$ cat config.mk
export PLATFORM = sky130hd
export DESIGN_NAME = seq_det_arbiter
export DESIGN_NICKNAME = d
export VERILOG_FILES = /design/src/rtl/seq_det_arb_pkg.sv /design/src/rtl/rr_arb2.sv /design/src/rtl/seq_det_arbiter.sv
export SDC_FILE = /design/constraint.sdc
export NUM_CORES = 1
export LEC_CHECK = 0
export CAP_MARGIN = 15
export CELL_PAD_IN_SITES_DETAIL_PLACEMENT = 1
export CELL_PAD_IN_SITES_GLOBAL_PLACEMENT = 1
export CORE_AREA = 2 2 71 59
export CTS_CLUSTER_SIZE = 10
export DETAILED_ROUTE_END_ITERATION = 6
export DIE_AREA = 0 0 73 61
export PLACE_DENSITY = 0.94
export SYNTH_ARGS = -nofsm -noshare
export SYNTH_HDL_FRONTEND = slang
export SYNTH_SLANG_ARGS = --single-unit
$ cat constraint.sdc
create_clock -name clk -period 3.2 [get_ports clk]
set_clock_uncertainty 0.2 [all_clocks]
set_input_delay 0.48 -clock clk [delete_from_list [all_inputs] [get_ports clk]]
set_output_delay 0.48 -clock clk [all_outputs]
set_load 0.02 [all_outputs]
$ cat src/rtl/seq_det_arb_pkg.sv
// Shared types and defaults for the sequence-detector job arbiter.
package seq_det_arb_pkg;

    localparam int DEF_WIDTH = 8;

    typedef enum logic [2:0] {
        IDLE  = 3'd0,
        CLEAR = 3'd1,
        SHIFT = 3'd2,
        DRAIN = 3'd3,
        DONE  = 3'd4
    } state_t;

endpackage

$ cat src/rtl/rr_arb2.sv
// Two-way round-robin pick; `last` remembers the most recent winner.
module rr_arb2 (
    input  logic       clk,
    input  logic       rst,
    input  logic [1:0] req,
    input  logic       upd,
    input  logic       upd_idx,
    output logic       pick
);

    logic last;

    always_ff @(posedge clk or posedge rst) begin
        if (rst) begin
            last <= 1'b1;
        end else if (upd) begin
            last <= upd_idx;
        end
    end

    // On a tie the requester that did not win last time goes next.
    always_comb begin
        pick = 1'b0;
        case (req)
            2'b10:   pick = 1'b1;
            2'b11:   pick = ~last;
            default: pick = 1'b0;
        endcase
    end

endmodule

$ cat src/rtl/seq_det_arbiter.sv
// Round-robin job scheduler feeding words LSB-first into a shared sequence
// detector and counting its Z1/Z2 hits per job.
//
//   state | meaning
//   IDLE  | waiting for a request; winner picked and latched on exit
//   CLEAR | one-cycle detector clear, counters zeroed
//   SHIFT | WIDTH cycles driving det_in from the shift register
//   DRAIN | one cycle to catch the Moore response to the last bit
//   DONE  | one-cycle done strobe, round-robin pointer updated
module seq_det_arbiter
    import seq_det_arb_pkg::*;
#(
    parameter int WIDTH = DEF_WIDTH,
    parameter int CNT_W = $clog2(WIDTH + 1)
) (
    input  logic             clk,
    input  logic             rst,
    input  logic [1:0]       req,
    input  logic [WIDTH-1:0] data0,
    input  logic [WIDTH-1:0] data1,
    output logic [1:0]       grant,
    output logic             busy,
    output logic             done,
    output logic             owner,
    output logic [CNT_W-1:0] z1_cnt,
    output logic [CNT_W-1:0] z2_cnt,
    output logic             det_clr,
    output logic             det_in,
    input  logic             det_z1,
    input  logic             det_z2
);

    state_t           state;
    state_t           state_nxt;
    logic [WIDTH-1:0] shreg;
    logic [CNT_W-1:0] bit_idx;
    logic             last_bit;
    logic             pick;
    logic             arb_upd;

    assign last_bit = (bit_idx == CNT_W'(WIDTH - 1));
    assign arb_upd  = (state == DONE);

    rr_arb2 u_arb (
        .clk     (clk),
        .rst     (rst),
        .req     (req),
        .upd     (arb_upd),
        .upd_idx (owner),
        .pick    (pick)
    );

    always_comb begin
        state_nxt = state;
        case (state)
            IDLE:    if (|req) state_nxt = CLEAR;
            CLEAR:   state_nxt = SHIFT;
            SHIFT:   if (last_bit) state_nxt = DRAIN;
            DRAIN:   state_nxt = DONE;
            DONE:    state_nxt = IDLE;
            default: state_nxt = IDLE;
        endcase
    end

    always_ff @(posedge clk or posedge rst) begin
        if (rst) begin
            state   <= IDLE;
            grant   <= 2'b00;
            owner   <= 1'b0;
            shreg   <= '0;
            bit_idx <= '0;
            z1_cnt  <= '0;
            z2_cnt  <= '0;
        end else begin
            state <= state_nxt;
            case (state)
                IDLE: begin
                    if (|req) begin
                        grant <= {pick, ~pick};
                        shreg <= pick ? data1 : data0;
                    end
                end
                CLEAR: begin
                    z1_cnt  <= '0;
                    z2_cnt  <= '0;
                    bit_idx <= '0;
                end
                SHIFT: begin
                    shreg   <= shreg >> 1;
                    bit_idx <= bit_idx + CNT_W'(1);
                    if (det_z1) z1_cnt <= z1_cnt + CNT_W'(1);
                    // det_z2 on the first shift cycle reflects the cleared detector, not job data.
                    if (det_z2 && bit_idx != '0) z2_cnt <= z2_cnt + CNT_W'(1);
                end
                DRAIN: begin
                    if (det_z2) z2_cnt <= z2_cnt + CNT_W'(1);
                    owner <= grant[1];
                end
                DONE: begin
                    grant <= 2'b00;
                end
                default: ;
            endcase
        end
    end

    assign busy    = (state != IDLE);
    assign done    = (state == DONE);
    assign det_clr = (state == CLEAR);
    assign det_in  = (state == SHIFT) && shreg[0];

endmodule

# Word level (Yosys, flattened, before mapping)

Cells that the tools add are included.

Bitwise operators: 2
Add/subtract/negate cells: 3
Reductions and logical operators: 15
Mux-type cells: 15
Equal/unequal tests: 12

Operator list:

| cell                                                                  | number |
|---|---|
| 8-bit 2-to-1 mux                                                      | 2 |
| 4-bit one-hot mux with 2 select lines                                 | 2 |
| 8-bit one-hot mux with 2 select lines                                 | 1 |
| 4-bit by 1-bit adder with 4-bit output, second input constant         | 3 |
| 4-bit 2-to-1 mux                                                      | 3 |
| 3-bit one-hot mux with 4 select lines                                 | 1 |
| 4-bit one-hot mux with 3 select lines                                 | 1 |
| 2-bit inequality test, second input constant                          | 5 |
| 2-bit AND reduction                                                   | 4 |
| 3-bit by 2-bit equality test with 1-bit output, second input constant | 2 |
| 3-bit 2-to-1 mux                                                      | 2 |
| 2-bit nonzero test                                                    | 3 |
| 3-bit nonzero test                                                    | 2 |
| 2-bit equality test, second input constant                            | 2 |
| 4-bit by 3-bit equality test with 1-bit output, second input constant | 1 |
| 2-bit one-hot mux with 2 select lines                                 | 1 |
| 4-bit nonzero test                                                    | 1 |
| 3-bit by 1-bit equality test with 1-bit output, second input constant | 1 |
| 3-bit equality test, second input constant                            | 1 |
| 3-bit logical NOT                                                     | 1 |
| 3-bit AND reduction                                                   | 1 |
| 1-bit logical AND                                                     | 2 |
| 2-bit 2-to-1 mux                                                      | 1 |
| 1-bit NOT                                                             | 2 |
| other kinds (2)                                                       | 2 |

Flip-flop bits (word level): 27
Word-level logic and storage cells: 55
Bits of input ports: 22

# Depth between registers and ports, before layout

Depth in word-level cells: 5
Depth in mapped cells: 7
Mapped depth without buffers: 5

# By module

From an unflattened synthesis, not the netlist that was laid out.

Cells, all modules: 137
Area, all modules: 1471.4 sq um

By module, submodules not included:

| module          | area each (sq um) | seq. area each (sq um) | cells an instance | times used |
|---|---|---|---|---|
| seq_det_arbiter | 1418.9            | 650.6                  | 133               | 1 |
| rr_arb2         | 52.6              | 26.3                   | 4                 | 1 |

# Worst setup path before layout

No wires, ideal clock.

Path kind: reg-to-output
Start: register state[2]
End: output det_in
Path slack: 1.177 ns
Path buffers: 1
Cell stages (with the launch flop): 4
Arrival time: 1.343 ns
Required time: 2.520 ns
Cell sequence: dfrtp_1 > buf_2 > or3b_2 > nor2_1

Word-level cells in the longest chain between the ends: 2

Ends and longest elaborated chain:

| item                                           | RTL line               | source |
|---|---|---|
| start: declaration                             | seq_det_arbiter.sv:33  | `state_t state;` |
| start signal: assignment                       | seq_det_arbiter.sv:75  | `state <= state_nxt;` |
| 3-bit by 2-bit equality test with 1-bit output | seq_det_arbiter.sv:110 | `assign det_in = (state == SHIFT) && shreg[0];` |
| 1-bit logical AND                              | seq_det_arbiter.sv:110 |  |
| end: declaration                               | seq_det_arbiter.sv:28  | `output logic det_in,` |

No other way between the ends.

# Final worst setup path

Same ends and word-level chain as after synthesis.

==> results_dict.tcl <==
set metrics [dict create \
    syn2layout_area_growth_pct 29.3 \
    worstMarginPinSlew_ns 0.790 \
    ir_worst_vdd_uv 512 \
    ys_types 41 \
    yosys.area.top_type "dfrtp_1" \
    grt_overflow_total 0 \
    rsz0062_at_grt "no" \
    drv_slew 0 \
    cp.arrival_ns 2.22 \
    ys_ff_latch 27 \
    ys_warn_count 0 \
    ios 37 \
    drive_above_1_share 0.0872 \
    first_global_vias 1299 \
    grt_pass1_wl_mm 6.26 \
    pwr_density_cell_nw_per_um2 870 \
    setup_viol 0 \
    start_util 0.386 \
    antenna_found_initial 0 \
    clock-root-buffer "clkbuf_8" \
    hold_class "flop to flop" \
    synth-edff-count 0 \
    die_y_um 61 \
    syn_avg_cell_area_sq_um 10.5 \
    cp.required_ns 2.52 \
    clk-insertion-delay-late_ns 0.27 \
    n_antenna_cell 0 \
    fin_crit_sh 0.905 \
    placementRows 20 \
    leakage_nw 0.807 \
    status "finished clean" \
    grt_use_total 0.185 \
    die_x_um 73 \
    place_congestion 0.773 \
    final_core_util 0.499 \
    relSlewSlack 0.469 \
    synth_fp_nets 163 \
    critPathMaxFanout 13 \
    startpoint_type "flop" \
    grt_max_degree 28 \
    first_pass_iters 5 \
    syn_inst 137 \
    fin_setup_tns_ns 0 \
    syn-cell-area_sq_um 1440 \
    cts.path.max_buffers 2 \
    yosysTopAreaCellShare 0.452 \
    vias_per_cell 5.79 \
    critical_path.endpoint_type "primary output" \
    drtIter0Drc 67 \
    htreeDepth 1 \
    fin_nets 199 \
    path_class "flop to primary output" \
    async_reset_ff_frac 1.00 \
    final_antenna_net_count 0 \
    dp_slack_ns 0.666 \
    cap_violations 0 \
    clkTransAtPathRegs_ns 0.09 \
    cts_resized 0 \
    final-instance-count-excl-fill 216 \
    synth_ff_type "dfrtp_1" \
    wl_mm 3.73 \
    wire_per_inst_um 17.2 \
    dp.cells 212 \
    timing.final.hold_violations 0 \
    period_needed_ns 2.90 \
    core_sq_um 3730 \
    max_freq_mhz 345 \
    yosysSeqAreaShare 0.470 \
    finalWorstSetupSlack_ns 0.304 \
    synth.area.top_cells "dfrtp_1 (45%), inv_1 (4.7%), o32ai_1 (4.3%), a222oi_1 (4.2%), ha_1 (3.5%)" \
    cts_made_buffers 3 \
    cts_setup_buffers 0 \
    cts_sinks 27 \
    post-route-drc-count 0 \
    cts_tree "done" \
    io_buffers 36 \
    die-area_sq_um 4450 \
    cts_hold_buf 0 \
    vias 1251 \
    dp_hpwl_mm 2.82 \
]
cell type report:
cell class / count / area (sq um)
Timing Repair Buffer: 37 / 368
Sequential cell: 27 / 677
Tap cell: 44 / 55.1
Fill cell: 404 / 1870
Multi-Input combinational cell: 85 / 638
Clock inverter: 1 / 5.00
Inverter: 19 / 76.3
Clock buffer: 3 / 41.3
critical path, stage by stage, from the launching register on:
cell	delay, ns
dfrtp_1	0.56
or3b_2	0.57
nor2_1	0.16
clkdlybuf4s50_1	0.65
path summary, 6_finish.rpt:
| kind | slack, ns | cells after the start | end | start |
|---|---|---|---|---|
| min in group asynchronous | 0.36 | 3 | shreg[4]$_DFFE_PP0P_ | rst |
| max in group asynchronous | 2.14 | 3 | u_arb.last$_DFFE_PP1P_ | rst |
| worst min register to register | 0.29 | 1 | z1_cnt[3]$_DFFE_PP0P_ | z1_cnt[3]$_DFFE_PP0P_ |
| worst max-delay path | 0.30 | 3 | det_in | state[2]$_DFFE_PP0P_ |
| worst max register to register | 1.31 | 5 | z2_cnt[1]$_DFFE_PP0P_ | bit_idx[0]$_DFFE_PP0P_ |
| worst min-delay path | 0.29 | 1 | z1_cnt[3]$_DFFE_PP0P_ | z1_cnt[3]$_DFFE_PP0P_ |
kinds of logic after synthesis:
logic type / after synthesis / share of synthesized area
muxes: 6 / 0.0435
AOI/OAI and AO/OA: 35 / 0.189
DFF: 27 / 0.470
xor gates and xnor gates: 1 / 0.00609
adders and majority gates: 4 / 0.0348
and+or+nand+nor: 39 / 0.170
buffers and inverters: 25 / 0.0861
flip-flops by register name, indices dropped and copies added, names as in the netlist:
register and flops:
grant 2, owner 1, z1_cnt 4, u_arb.last 1, z2_cnt 4, shreg 8
state 3, bit_idx 4
metal layers:
metal	GRT usage	vias to the layer above	part of all wire
li1	-	571	-
met4	0.0450	0	0.010
met3	0.0532	4	0.065
met2	0.310	56	0.49
met1	0.238	620	0.44
met5	0	-	0
stage by stage:
stage	power, mW	instance area, sq um	hold slack (ns)
3_3_place_gp	1.35	1810	0.279
3_5_place_dp	1.42	1810	0.288
5_1_grt	1.74	1860	0.335
2_1_floorplan	1.14	1440	0.302
4_1_cts	1.63	1860	0.302
6_report	1.62	1860	0.293
power breakdown:
| part | internal (mW) | switching (mW) |
|---|---|---|
| sequential | 0.478 | 0.137 |
| clock | 0.0873 | 0.108 |
| combinational | 0.358 | 0.449 |
cells in the final DEF (no fill, tap or decap), types with 2 or more instances in the layout:
master and count:
a2111oi_0 2, a21oi_1 2, a222oi_1 6, and2_1 3
clkbuf_8 3, clkdlybuf4s50_1 36, dfrtp_1 26, ha_1 4
inv_1 18, mux2_2 2, mux2i_1 4, nand2_1 10
nand2b_1 2, nand3_1 7, nor2_1 5, nor2b_1 2
o21ai_0 6, o22ai_1 3, o31ai_1 2, o32ai_1 7
cells in the mapped netlist (2+ instances only):
cell type and count:
buf_2 2, nor2b_1 2, nand2b_1 2, mux2_2 2, a222oi_1 6, dfrtp_1 26, inv_1 18, ha_1 4
o22ai_1 3, nand3_1 7, buf_4 2, o21ai_0 6, buf_6 2, and2_1 3, o32ai_1 7, nand2_1 10
a21oi_1 2, o31ai_1 2, mux2i_1 4, a2111oi_0 2, nor2_1 5
Power figures use the tool's default switching activity.
==> RTL change, RTL diff (config.mk and constraints unchanged) <==
Put one more register stage on the output `z2_cnt`, with the module's reset. The value now appears one clock later. The other outputs are not delayed to match.
--- a/src/rtl/seq_det_arbiter.sv
+++ b/src/rtl/seq_det_arbiter.sv
@@ -29,6 +29,8 @@
     input  logic             det_z1,
     input  logic             det_z2
 );
+
+    logic [CNT_W-1:0] z2_cnt_s0;
 
     state_t           state;
     state_t           state_nxt;
@@ -70,7 +72,7 @@
             shreg   <= '0;
             bit_idx <= '0;
             z1_cnt  <= '0;
-            z2_cnt  <= '0;
+            z2_cnt_s0 <= '0;
         end else begin
             state <= state_nxt;
             case (state)
@@ -82,7 +84,7 @@
                 end
                 CLEAR: begin
                     z1_cnt  <= '0;
-                    z2_cnt  <= '0;
+                    z2_cnt_s0 <= '0;
                     bit_idx <= '0;
                 end
                 SHIFT: begin
@@ -90,10 +92,10 @@
                     bit_idx <= bit_idx + CNT_W'(1);
                     if (det_z1) z1_cnt <= z1_cnt + CNT_W'(1);
                     // det_z2 on the first shift cycle reflects the cleared detector, not job data.
-                    if (det_z2 && bit_idx != '0) z2_cnt <= z2_cnt + CNT_W'(1);
+                    if (det_z2 && bit_idx != '0) z2_cnt_s0 <= z2_cnt_s0 + CNT_W'(1);
                 end
                 DRAIN: begin
-                    if (det_z2) z2_cnt <= z2_cnt + CNT_W'(1);
+                    if (det_z2) z2_cnt_s0 <= z2_cnt_s0 + CNT_W'(1);
                     owner <= grant[1];
                 end
                 DONE: begin
@@ -109,5 +111,13 @@
     assign det_clr = (state == CLEAR);
     assign det_in  = (state == SHIFT) && shreg[0];
 
+    always_ff @(posedge clk or posedge rst) begin
+        if (rst) begin
+            z2_cnt <= '0;
+        end else begin
+            z2_cnt <= z2_cnt_s0;
+        end
+    end
+
 endmodule
 
Check against the original RTL: not equivalent (a bounded check fails within 10 cycles, from zero or initial values and one cycle with rst high).
==> RTL change against the unedited design <==
Utilization is 5.0 points higher; maximum frequency rose by 4.3%; largest cell class unchanged; highest routed layer unchanged; design area increased by 10%; wire length grew 6.2%; clock power up 110%; worst setup slack better by 120 ps; global-route usage grew 2.0 points; sequential cell count up 4; die area is the same; area after synthesis increased by 7.4%; power rose by 22%.
==> RTL change: results (changes against the unedited design) <==
Clock network
  • Max H-tree Level: 2 (was 1)
  • CTS root buf: clkbuf_8 (unchanged)
  • Num CTS Buffers: 5 (was 3)
  • Worst-path clk slew: 70 ps (was 90 ps)
  • PostCTS Resize Cnt: 0 (unchanged)
  • Clock buffer depth: 2 (unchanged)
  • Worst-Skew Late Latency: 290 ps (was 270 ps)

Global route
  • First-pass GRT wire length: 6.59 mm (was 6.26 mm)
  • Met2 global-route usage: 36.7% (was 31.0%)
  • Met1 usage: 23.6% (was 23.8%)
  • Total GRT Usage: 20.5% (was 18.5%)
  • Number of global-route vias before repair: 1317 (was 1299)
  • Largest net degree at the start of global routing: 19 (was 28)
  • GR met3 Demand/Resource: 5.98% (was 5.32%)

Power
  • Lkg Pwr: 0.944 nW (was 0.807 nW)
  • Part of the power in registers: 36.6% (was 38.0%)
  • Clk power: 0.000401 W (was 0.000195 W)
  • Switching share of power: 39.6% (was 42.9%)
  • Worst vdd ir: 0.000523 V (was 0.000512 V)

Yosys
  • Yosys cell types: 45 (was 41)
  • Top area cells in the synthesized netlist: dfrtp_1 (49%), mux2i_1 (7.1%), nand2_1 (4.6%) (was dfrtp_1 (45%), inv_1 (4.7%), o32ai_1 (4.3%))
  • Post-Synth XOR/XNOR Area: 0.567% (was 0.609%)
  • Post-synth ARST share: 100% (unchanged)
  • Syn nets: 169 (was 163)
  • Mux contribution to synthesized area: 7.85% (was 4.35%)
  • Post-Synth Adder-Cell Area: 3.24% (was 3.48%)
  • Synth top cells by count: dfrtp_1 (30), nand2_1 (19), inv_1 (12), mux2i_1 (11), o221ai_1 (7) (was dfrtp_1 (26), inv_1 (18), nand2_1 (10), nand3_1 (7), o32ai_1 (7))
  • Synth Area in Compound Gates: 12.6% (was 18.9%)
  • Seq/Total Area, Yosys: 50.3% (was 47.0%)
  • Largest family of logic cells by synthesized area: simple AND/OR/NAND/NOR gates (was compound AO/OA/AOI/OAI gates)

Layout
  • Final #Nets: 208 (was 199)
  • Max FFs per register: 8 (unchanged)
  • Inserted Diodes: 0 (unchanged)
  • Fillers: 402 (was 404)
  • Layout cell share with drive strength beyond 1: 10.9% (was 8.72%)

Drt
  • DRT iter0 DRCs: 50 (was 67)
  • Pre-antenna DRT Iters: 4 (was 5)
  • Routed WL: 3.96 mm (was 3.73 mm)

Worst setup path
  • Crit Path Max Fanout: 12 (was 13)
  • Worst path arrival time: 2100 ps (was 2220 ps)
  • CP max stage delay: 600 ps (was 650 ps)

Place
  • RD Place Congestion: 0.771 (was 0.773)
  • DP Worst Slack: 752 ps (was 666 ps)
  • Post-DP HPWL: 2.90 mm (was 2.82 mm)

Run status
  • Status: finished clean (unchanged)

Timing
  • Slew Limit Headroom: 58.4% (was 46.9%)
-- RTL change: cell count changes after synthesis, sizes merged, moves of 3 or more --
cell / unedited run / this run
nand2: 10 / 19
mux2i: 4 / 11
o221ai: 0 / 7
o32ai: 7 / 0
a222oi: 6 / 0
inv: 18 / 13
dfrtp: 26 / 30
a2111oi: 3 / 0
o22ai: 3 / 0
-- RTL change: critical path: cells and delay by family (launching register included) --
| family | cells | cell delay (ps) |
|---|---|---|
| DFF | 1 | 530 |
| buffers and inverters | 2 | 690 |
| and+or+nand+nor | 1 | 580 |
-- RTL change: worst paths after layout --
| check | from | end | slack (ps) | depth (start not counted) |
|---|---|---|---|---|
| hold / removal | z2_cnt_s0[3] | z2_cnt[3] | 230 | 0 |
| hold reg to reg | z2_cnt_s0[3] | z2_cnt[3] | 230 | 0 |
| max in group asynchronous | rst | z1_cnt[1] | 1840 | 3 |
| setup / recovery | state[2] | det_clr | 420 | 3 |
| min in group asynchronous | rst | grant[0] | 310 | 2 |
| setup reg to reg | state[2] | shreg[5] | 1290 | 4 |
-- RTL change: stage by stage --
step           instances  cell area (um^2)  power [W]
3_3_place_gp         219              1930    0.00148
2_1_floorplan        143              1550    0.00126
5_1_grt              227              2050    0.00211
4_1_cts              227              2050    0.00199
6_report             227              2050    0.00197
3_5_place_dp         219              1930    0.00156
-- RTL change: layout make-up --
class                      count  area [um^2]  share of cell area [%]
clock buffer                   6         82.6                    4.04
clock inverter                 2         35.0                    1.71
inverter                      15         61.3                    3.00
multi-input combinational     91          659                    32.2
sequential                    31          777                    38.0
tap                           44         55.1                    2.69
timing repair buffer          38          375                    18.3
-- RTL change: routing by layer --
metal	wire length (um)	vias up
li1	-	589
met1	1630	637
met2	2150	20
met3	127	5
met4	55	0
met5	0	-
